===== config.mk =====
export PLATFORM = sky130hd
export DESIGN_NAME = dcache_tag_ctrl
export DESIGN_NICKNAME = d
export VERILOG_FILES = /design/src/rtl/dcache_tag_ctrl_pkg.sv /design/src/rtl/dcache_tag_ctrl.sv
export SDC_FILE = /design/constraint.sdc
export NUM_CORES = 1
export LEC_CHECK = 0
export BUFFER_PORTS_ARGS = -buffer_cell sky130_fd_sc_hd__buf_2
export CORE_UTILIZATION = 47
export CTS_BUF_LIST = sky130_fd_sc_hd__clkbuf_16
export CTS_CLUSTER_DIAMETER = 40
export DETAILED_ROUTE_END_ITERATION = 10
export PLACE_DENSITY_LB_ADDON = 0.3
export SLEW_MARGIN = 20
export SYNTH_ARGS = -nofsm -noshare
export SYNTH_HDL_FRONTEND = slang
export SYNTH_SLANG_ARGS = --single-unit

===== constraint.sdc =====
create_clock -name clk -period 2.05 [get_ports clk]
set_clock_uncertainty 0.1 [all_clocks]
set_input_delay 0 -clock clk [delete_from_list [all_inputs] [get_ports clk]]
set_output_delay 0 -clock clk [all_outputs]
set_load 0.02 [all_outputs]

===== src/rtl/dcache_tag_ctrl_pkg.sv =====
// rtl/dcache_tag_ctrl_pkg.sv - shared types and geometry for the dcache tag controller
//
// Purpose: op encoding, controller state encoding, default cache geometry and the
// tag entry layout for the default 32-bit entry.
package dcache_tag_ctrl_pkg;

    localparam int DCACHE_NO_OF_SETS = 12;
    localparam int DCACHE_DW         = 32;
    localparam int DCACHE_TAG_BITS   = 20;

    // Bit positions of the status flags inside a default-width entry.
    localparam int VALID_BIT = DCACHE_DW - 1;
    localparam int DIRTY_BIT = DCACHE_DW - 2;

    typedef enum logic [1:0] {
        TAG_LOOKUP    = 2'd0,
        TAG_FILL      = 2'd1,
        TAG_SET_DIRTY = 2'd2,
        TAG_INVAL     = 2'd3
    } tag_op_e;

    typedef enum logic [2:0] {
        ST_INIT,
        ST_IDLE,
        ST_RESP,
        ST_FL_RD,
        ST_FL_CHK,
        ST_FL_WB,
        ST_FL_INV
    } tag_state_e;

    typedef struct packed {
        logic                                    valid;
        logic                                    dirty;
        logic [DCACHE_DW-DCACHE_TAG_BITS-3:0]    pad;
        logic [DCACHE_TAG_BITS-1:0]              tag;
    } tag_entry_t;

endpackage


===== src/rtl/dcache_tag_ctrl.sv =====
// rtl/dcache_tag_ctrl.sv - tag RAM port owner: op handshake, post-reset invalidate, flush sweep
//
// Purpose: serves LOOKUP/FILL/SET_DIRTY/INVAL ops (one op per two cycles, response one
// cycle after accept), clears every set after reset, and sweeps all sets on flush
// handing dirty victims to the writeback path before invalidating them.
// Ports:
//   clk, rst                       clock, asynchronous active-high reset
//   req_valid/req_ready/req_op/req_set/req_tag   op request handshake
//   rsp_valid/rsp_hit/rsp_dirty/rsp_tag          one-cycle op response
//   flush_req/flush_done           flush sweep start level / end strobe
//   wb_valid/wb_ready/wb_set/wb_tag              dirty victim handshake
//   init_done                      high once the post-reset sweep has finished
//   ram_req/ram_wr_en/ram_addr/ram_wdata/ram_rdata  tag RAM port (1-cycle read latency)
module dcache_tag_ctrl
    import dcache_tag_ctrl_pkg::*;
#(
    parameter int NUM_COL    = 4,
    parameter int COL_WIDTH  = 8,
    parameter int NO_OF_SETS = DCACHE_NO_OF_SETS,
    parameter int ADDR_WIDTH = $clog2(NO_OF_SETS),
    parameter int TAG_BITS   = 20
)(
    input  logic                           clk,
    input  logic                           rst,
    input  logic                           req_valid,
    output logic                           req_ready,
    input  logic [1:0]                     req_op,
    input  logic [ADDR_WIDTH-1:0]          req_set,
    input  logic [TAG_BITS-1:0]            req_tag,
    output logic                           rsp_valid,
    output logic                           rsp_hit,
    output logic                           rsp_dirty,
    output logic [TAG_BITS-1:0]            rsp_tag,
    input  logic                           flush_req,
    output logic                           flush_done,
    output logic                           wb_valid,
    input  logic                           wb_ready,
    output logic [ADDR_WIDTH-1:0]          wb_set,
    output logic [TAG_BITS-1:0]            wb_tag,
    output logic                           init_done,
    output logic                           ram_req,
    output logic [NUM_COL-1:0]             ram_wr_en,
    output logic [ADDR_WIDTH-1:0]          ram_addr,
    output logic [NUM_COL*COL_WIDTH-1:0]   ram_wdata,
    input  logic [NUM_COL*COL_WIDTH-1:0]   ram_rdata
);

    localparam int                    DW       = NUM_COL * COL_WIDTH;
    localparam logic [ADDR_WIDTH-1:0] LAST_SET = ADDR_WIDTH'(NO_OF_SETS - 1);
    // The valid/dirty flags live in the top column, so clearing only that column
    // invalidates an entry without touching its tag.
    localparam logic [NUM_COL-1:0]    TOP_COL  = {1'b1, {(NUM_COL-1){1'b0}}};
    localparam logic [NUM_COL-1:0]    ALL_COL  = '1;

    function automatic logic [DW-1:0] make_entry(input logic dirty, input logic [TAG_BITS-1:0] tag);
        logic [DW-1:0] e;
        e                 = '0;
        e[DW-1]           = 1'b1;
        e[DW-2]           = dirty;
        e[TAG_BITS-1:0]   = tag;
        return e;
    endfunction

    tag_state_e                state, state_nxt;
    logic [ADDR_WIDTH-1:0]     set_cnt, set_cnt_nxt;
    logic                      init_done_q, init_done_nxt;
    tag_op_e                   op_q;
    logic [TAG_BITS-1:0]       tag_q;
    logic [TAG_BITS-1:0]       victim_tag_q;
    logic                      accept;
    logic                      next_set;
    tag_op_e                   op_in;
    logic                      rd_valid;
    logic                      rd_dirty;
    logic [TAG_BITS-1:0]       rd_tag;
    logic                      last_set;
    logic                      unused_rdata;

    assign op_in        = tag_op_e'(req_op);
    assign rd_valid     = ram_rdata[DW-1];
    assign rd_dirty     = ram_rdata[DW-2];
    assign rd_tag       = ram_rdata[TAG_BITS-1:0];
    assign last_set     = (set_cnt == LAST_SET);
    assign init_done    = init_done_q;
    assign unused_rdata = ^ram_rdata[DW-3:TAG_BITS];

    always_ff @(posedge clk or posedge rst) begin
        if (rst) begin
            state        <= ST_INIT;
            set_cnt      <= '0;
            init_done_q  <= 1'b0;
            op_q         <= TAG_LOOKUP;
            tag_q        <= '0;
            victim_tag_q <= '0;
        end else begin
            state       <= state_nxt;
            set_cnt     <= set_cnt_nxt;
            init_done_q <= init_done_nxt;
            if (accept) begin
                op_q  <= op_in;
                tag_q <= req_tag;
            end
            // Hold the victim tag ourselves: rdata is only guaranteed for one cycle
            // and the writeback path may stall for many.
            if (state == ST_FL_CHK) begin
                victim_tag_q <= rd_tag;
            end
        end
    end

    always_comb begin
        state_nxt     = state;
        set_cnt_nxt   = set_cnt;
        init_done_nxt = init_done_q;
        accept        = 1'b0;
        next_set      = 1'b0;
        req_ready     = 1'b0;
        rsp_valid     = 1'b0;
        rsp_hit       = 1'b0;
        rsp_dirty     = 1'b0;
        rsp_tag       = '0;
        flush_done    = 1'b0;
        wb_valid      = 1'b0;
        wb_set        = '0;
        wb_tag        = '0;
        ram_req       = 1'b0;
        ram_wr_en     = '0;
        ram_addr      = '0;
        ram_wdata     = '0;

        case (state)
            ST_INIT: begin
                ram_req   = 1'b1;
                ram_wr_en = TOP_COL;
                ram_addr  = set_cnt;
                if (last_set) begin
                    state_nxt     = ST_IDLE;
                    set_cnt_nxt   = '0;
                    init_done_nxt = 1'b1;
                end else begin
                    set_cnt_nxt = set_cnt + ADDR_WIDTH'(1);
                end
            end
            ST_IDLE: begin
                req_ready = !flush_req;
                if (flush_req) begin
                    state_nxt   = ST_FL_RD;
                    set_cnt_nxt = '0;
                end else if (req_valid) begin
                    accept    = 1'b1;
                    ram_req   = 1'b1;
                    ram_addr  = req_set;
                    state_nxt = ST_RESP;
                    case (op_in)
                        TAG_FILL: begin
                            ram_wr_en = ALL_COL;
                            ram_wdata = make_entry(1'b0, req_tag);
                        end
                        TAG_SET_DIRTY: begin
                            ram_wr_en = ALL_COL;
                            ram_wdata = make_entry(1'b1, req_tag);
                        end
                        TAG_INVAL: begin
                            ram_wr_en = TOP_COL;
                        end
                        default: begin
                            ram_wr_en = '0;
                        end
                    endcase
                end
            end
            ST_RESP: begin
                rsp_valid = 1'b1;
                if (op_q == TAG_LOOKUP) begin
                    rsp_hit   = rd_valid && (rd_tag == tag_q);
                    rsp_dirty = rd_dirty;
                    rsp_tag   = rd_tag;
                end
                state_nxt = ST_IDLE;
            end
            ST_FL_RD: begin
                ram_req   = 1'b1;
                ram_addr  = set_cnt;
                state_nxt = ST_FL_CHK;
            end
            ST_FL_CHK: begin
                if (rd_valid && rd_dirty) begin
                    state_nxt = ST_FL_WB;
                end else if (rd_valid) begin
                    state_nxt = ST_FL_INV;
                end else begin
                    next_set = 1'b1;
                end
            end
            ST_FL_WB: begin
                wb_valid = 1'b1;
                wb_set   = set_cnt;
                wb_tag   = victim_tag_q;
                if (wb_ready) begin
                    state_nxt = ST_FL_INV;
                end
            end
            ST_FL_INV: begin
                ram_req   = 1'b1;
                ram_wr_en = TOP_COL;
                ram_addr  = set_cnt;
                next_set  = 1'b1;
            end
            default: begin
                state_nxt   = ST_INIT;
                set_cnt_nxt = '0;
            end
        endcase

        // Terminal test on the last real set index, so a non-power-of-two set
        // count never relies on counter overflow.
        if (next_set) begin
            if (last_set) begin
                flush_done  = 1'b1;
                state_nxt   = ST_IDLE;
                set_cnt_nxt = '0;
            end else begin
                set_cnt_nxt = set_cnt + ADDR_WIDTH'(1);
                state_nxt   = ST_FL_RD;
            end
        end

        // The state register sits in INIT while reset is held; keep the RAM port
        // quiet until reset is actually released.
        if (rst) begin
            ram_req   = 1'b0;
            ram_wr_en = '0;
            ram_addr  = '0;
        end
    end

endmodule

==> summary.txt, run 1 <==
Logic synthesis
  • Unique masters post-synth: 48
  • Post-synthesis register bit count: 50
  • Post-synth top flop: dfrtp_1
  • Syn Inst Count: 342
  • Post-synth top area cell: dfrtp_1
  • Sequential area share after synthesis: 39.79%
  • Post-synth ARST share: 100.0%
  • Avg Synthesized Cell Area: 9.194 µm²
  • Post-synth EDFFs: 0
  • Mapped cell area: 3144 µm²
  • Synth top area share: 39.79%
  • Ranking of synthesized cells by area: dfrtp_1 (40%), and2_1 (13%), nand2_1 (8.0%)
  • Synth warn: 0

Drt
  • Vias per cell: 5.137
  • DR pass1 iterations: 4
  • Total number of vias: 3149
  • Post-Route WL: 9758 µm
  • Wire length per cell: 15.92 µm
  • DR DRC count: 0
  • Iter 0 DRT Violations: 168
  • ANT nets after route: 0

Critical path
  • Crit path launch type: register
  • Reg2reg path depth: 6
  • WS Path Type: register to output pin
  • Peak fanout along the critical path: 5
  • Reg-to-Reg End: set_cnt[3]
  • CP arrival: 1990 ps
  • Reg-to-Reg Start: state[2]
  • Reg2reg setup slack: 160 ps
  • CP required: 1950 ps
  • Crit path capture type: output pin

Pwr
  • Leak: 2.568 nW
  • PnR Total Power: 0.004918 W
  • PwrDens: 1013 nW/µm²
  • Max IR drop VDD: 0.0008143 V

Place
  • Number of port buffers: 134
  • HPWL after DPL: 5698 µm
  • Placement Cell Area: 3857 µm²
  • Gpl congestion: 0.8506
  • Post-place setup slack: 85.47 ps
  • Placed Cells incl. Taps: 545

Min path
  • Hold Path Class: primary input to register
  • Worst hold path endpoint: state[0]
  • Hold Path Stages: 5
  • Hold Crit Start: flush_req

Floorplanning
  • Row cnt: 29
  • Die H: 83.79 µm
  • Starting Density: 49.24%
  • # IOs: 155
  • Core area: 6386 µm²
  • Die width: 83.79 µm
  • Die area: 7021 µm²

Clock tree
  • CTS clk-pin slew, worst paths: 70 ps
  • CTS root buf: clkbuf_16
  • Num CTS Buffers: 5
  • CTS tree: done
  • Clk buf depth: 2
  • Clock tree sinks: 50
  • H-Tree Depth: 2
  • Skew-Pair Late Insertion Delay: 280 ps

Cells and area
  • Final cell count without fillers: 613
  • Share of layout cells above drive strength 1: 41.23%
  • Diode count: 0
  • Area Overhead vs Synth: 54.40%
  • Cell area after layout: 4855 µm²
  • Util after Layout: 76.02%
  • Fin nets: 604

Global routing
  • Largest net degree at the start of global routing: 46
  • Antenna violations before repair: 0
  • First-pass GRT wire length: 14820 µm
  • GRT Total Usage: 26.99%
  • Vias in the first global route: 3083
  • GR Overflow Total: 0

Status
  • Failing checks: negative setup slack
  • Outcome: complete, but fails checks

STA
  • Final setup violation count: 16
  • RSZ-0062 raised after global routing: yes
  • Max-slew violations: 0
  • Relative slew slack: 45.51%
  • Final hold vios: 0
  • Fin crit share: 102.1%
  • Tmin final: 2093 ps
  • Slew @ Worst Pin: 814.4 ps
  • Post-route setup slack: -42.73 ps
  • Max frequency: 477.8 MHz

Run
  • Max_cap viols: 0
==> registers in the layout, indices dropped and copies added, names as in the netlist <==
name and flops:
set_cnt 4, victim_tag_q 20, init_done 1, op_q 2, tag_q 20, state 3
==> routing by layer <==
| layer | part of all wire, % | up-vias | GRT usage (%) |
|---|---|---|---|
| met5 | 0 | - | 0 |
| met4 | 2.9 | 0 | 12.48 |
| met2 | 55 | 121 | 51.15 |
| met3 | 5.4 | 24 | 3.462 |
| li1 | - | 1491 | - |
| met1 | 37 | 1513 | 29.60 |
==> power breakdown <==
| group | switching, W | leakage (nW) | internal (W) |
|---|---|---|---|
| Sequential | 0.000284 | 0.622 | 0.00143 |
| Clock | 0.000358 | 0.0812 | 0.000571 |
| Combinational | 0.00116 | 1.86 | 0.00112 |
==> synth_stat cells (2+ instances only) <==
library cell  instances
inv_1                 8
mux2_2               20
dfrtp_1              50
nand3_1               3
nor4_1                6
nand4_1               3
a21o_1                4
clkbuf_2              2
ha_1                  6
buf_6                 5
nor2_1                9
o21ai_0               7
xor2_1                5
buf_2                 4
xnor2_1              16
buf_4                13
nor2b_1               5
and2_1               67
nand2_1              67
clkbuf_1              5
nand2b_1              3
nor3_1                2
a21oi_1               2
and3b_1               2
nand3b_1              2
a22oi_1               4
==> worst max-delay path, stage by stage, from the launching register on <==
cell and delay (ps):
dfrtp_1 390, or4b_4 540, clkinv_4 80, nand3_4 140, nor2_4 220, and2_1 170, buf_4 150
==> cell type report <==
cell class | count | area, µm²
multi-input combinational | 265 | 1787
fill | 415 | 1531
timing repair buffer | 203 | 1509
sequential | 50 | 1251
clock buffer | 5 | 125.1
tap | 77 | 96.34
inverter | 10 | 45.04
clock inverter | 3 | 41.29
==> worst max path at each step <==
stage,startpoint,to,cells past startpoint
floorplan,rst,ram_addr[0],3
global placement,state[1],ram_wdata[14],6
detailed placement,state[1],ram_wdata[1],6
CTS,state[1],ram_wdata[9],6
global route,state[1],ram_wdata[9],6
finish,state[1],ram_wdata[9],6
==> cell usage in the layout, fill, tap and decap left out, types with 5 or more instances in the layout <==
cell and instances:
mux2_2 20, clkbuf_16 5, ha_1 6, xnor2_1 16, nor4_1 6, buf_2 99, conb_1 10, nand2_1 67
and2_1 48, buf_4 32, xor2_1 5, and2_4 20, buf_6 26, o21ai_0 6, inv_1 8, nor2_1 8
dlygate4sd3_1 44, dfrtp_1 50, nor2b_1 5
==> logic make-up after synthesis <==
family,after synthesis,synth area share [%]
AOI/OAI and AO/OA,26,6.049
xor gates and xnor gates,21,5.849
adders and majority gates,6,2.388
buffers and inverters,39,7.680
DFF,50,39.79
muxes,20,7.163
other,1,0.1193
and+or+nand+nor,179,30.96
==> through the flow <==
step           TNS (ps)  hold slack, ps
2_1_floorplan         0          -5.644
3_3_place_gp          0          -179.6
3_5_place_dp          0          -176.7
4_1_cts          -35.35           21.43
5_1_grt           -1453           53.19
6_report         -371.9           23.86
==> what timing repair did <==
item | in CTS | in global routing
hold endpoints to repair | 93 | 0
endpoints found under the setup margin | 42 | 48
buffers inserted | 8 | 2
pin swaps | 8 | 12
cloned | 5 | 1
gates resized for setup | 39 | 54
hold buffers | 44 | 0
Note: power is estimated with default switching activity, not from simulation.
==> run 2: changes to the inputs <==
- CORE_MARGIN: default -> 2
- PLACE_DENSITY: default -> 0.91
- PLACE_DENSITY_LB_ADDON: 0.3 -> default
==> run 2 against run 1 <==
The flow finishes with violations (design-rule violations, negative setup slack); register-to-register slack is essentially flat; via count is 2.1% higher; worst setup slack worse by 1.4 ps; clock power fell by 1%; routed wire length is 6.8% higher; power grew 0.87%; combinational power barely moved.
==> summary.txt, run 2 (same netlist as run 1, synthesis figures left out) <==
Status
  • Outcome: complete, but fails checks
  • Failing checks: design-rule violations, negative setup slack

STA
  • RSZ-0062 raised after global routing: yes
  • Slew @ Worst Pin: 581.1 ps
  • Max frequency: 477.5 MHz
  • Final hold vios: 0
  • Final setup violation count: 20
  • Hold WS: 57.67 ps
  • Max-slew violations: 0
  • Post-route setup slack: -44.12 ps
  • Tmin final: 2094 ps
  • Relative slew slack: 61.26%
  • Fin crit share: 102.2%

Cells and area
  • Most common cell after layout, fill and taps aside: buf_2
  • Fillers: 409
  • Final cell count without fillers: 610
  • Commonest cells after routing, fill and taps aside: buf_2 (98), nand2_1 (67), and2_1 (51)
  • Fin nets: 600
  • Area Overhead vs Synth: 54.99%
  • Share of layout cells above drive strength 1: 39.85%
  • Biggest regs: tag_q (20), victim_tag_q (20), set_cnt (4)

Pwr
  • Sw Share: 36.90%
  • Clock power share: 18.5%
  • Max IR drop VDD: 0.0006680 V
  • Internal: 0.003130 W
  • Switching power: 0.001830 W
  • Leak: 2.568 nW
  • Comb pwr share: 46.4%
  • PwrDens: 1018 nW/µm²
  • Seq pwr share: 35.0%

Global routing
  • GR Overflow Total: 0
  • Antenna violations before repair: 1
  • Largest net degree at the start of global routing: 47
  • Vias in the first global route: 3277
  • GRT Total Usage: 27.46%
  • First-pass GRT wire length: 15620 µm

Floorplanning
  • # IOs: 155
  • Core area: 6422 µm²
  • Row cnt: 29
  • Die area: 7360 µm²
  • Die H: 85.79 µm
  • Starting Density: 48.96%
  • Die width: 85.79 µm

Critical path
  • Top delay family on crit path: simple AND/OR/NAND/NOR gates
  • Instance count on the critical path: 7
  • WS Path Type: register to output pin
  • Crit-path slowest cell: or4b_4
  • Crit path launch type: register
  • Crit path capture type: output pin
  • CP arrival: 1990 ps
  • Reg2reg path depth: 6
  • Worst stage delay on the critical path: 560 ps
  • Peak fanout along the critical path: 20
  • Reg2reg setup slack: 150 ps
  • Buf/Inv on CP: 3
  • CP required: 1950 ps
  • CP cell instances: or4b_4 -> clkinv_4 -> nand3_4 -> nor2_4 -> buf_12 -> and2_1 -> buf_6

Clock tree
  • CTS root buf: clkbuf_16
  • H-Tree Depth: 2
  • CTS tree: done
  • Clock tree sinks: 50
  • Skew-Pair Late Insertion Delay: 280 ps
  • Num CTS Buffers: 5
  • Clk buf depth: 2
  • CTS clk-pin slew, worst paths: 70 ps

Drt
  • DR pass1 iterations: 8
  • Wire length per cell: 17.09 µm
  • Total number of vias: 3214
  • DR DRC count: 13
  • Post-Route WL: 10430 µm
  • ANT nets after route: 0
  • Vias per cell: 5.269
  • Iter 0 DRT Violations: 146

Run
  • Max_cap viols: 0

Min path
  • Hold Path Class: primary input to async pin

Place
  • Placed Cells incl. Taps: 545
  • HPWL after DPL: 6028 µm
  • Number of port buffers: 134
  • Gpl congestion: 0.9042
## run 2: cell types whose count changed in the layout (fill, tap and decap cells not counted), sizes merged
cell and change:
buf -2, clkbuf +1, nor2 -3, diode +1
## run 2: layout make-up
class / instances / area, µm² / share of cell area (%)
sequential: 50 / 1251 / 25.67
tap: 77 / 96.34 / 1.977
inverter: 10 / 42.54 / 0.8729
clock buffer: 5 / 125.1 / 2.567
timing repair buffer: 202 / 1578 / 32.37
clock inverter: 3 / 41.29 / 0.8472
antenna: 1 / 2.502 / 0.05135
multi-input combinational: 262 / 1737 / 35.64
## run 2: path summary, 6_finish.rpt
check,start,to
worst max-delay path,state[1],ram_wdata[1]
worst min register to register,init_done,init_done
worst min-delay path,rst,init_done
max in group asynchronous,rst,tag_q[17]
worst max register to register,state[2],set_cnt[3]
min in group clk,req_valid,state[1]
## run 2: through the flow
stage | total power, W | instance area [µm²] | TNS (ps) | setup WS, ps | util, %
after floorplan | 0.003094 | 3178 | 0 | 132.0 | -
after global placement | 0.003526 | 3857 | 0 | 212.1 | 60.06
after detailed placement | 0.003656 | 3857 | 0 | 146.7 | 60.06
after CTS | 0.004809 | 4713 | -601.2 | -47.95 | 73.39
after global routing | 0.005271 | 4873 | -2044 | -113.5 | 75.88
final | 0.004961 | 4873 | -339.8 | -44.12 | 75.88
## run 2: power by group through the flow
stage / clock, W / combinational, W / sequential (W)
final: 0.000920 / 0.00230 / 0.00174
after global routing: 0.000981 / 0.00250 / 0.00179
after CTS: 0.000932 / 0.00216 / 0.00172
after detailed placement: 0 / 0.00192 / 0.00173
after global placement: 0 / 0.00184 / 0.00169
after floorplan: 0 / 0.00145 / 0.00165
## run 2: repair_timing
item | in CTS | in global routing
endpoints found under the setup margin | 46 | 40
cloned | 2 | 1
gates resized for setup | 54 | 44
setup buffers | 9 | 0
hold endpoints to repair | 93 | 0
pin swaps | 4 | 11
hold buffers | 44 | 0
## run 2: metal layers
layer  track usage, %  share of wire [%]
met5                0                  0
met4            14.57                4.2
met3            5.390                5.1
met2            51.35                 55
met1            28.78                 35
## run 2: tightest hold or removal path: cells and delay by family
kind / cells / cell delay [ps]
buffers and inverters: 3 / 790
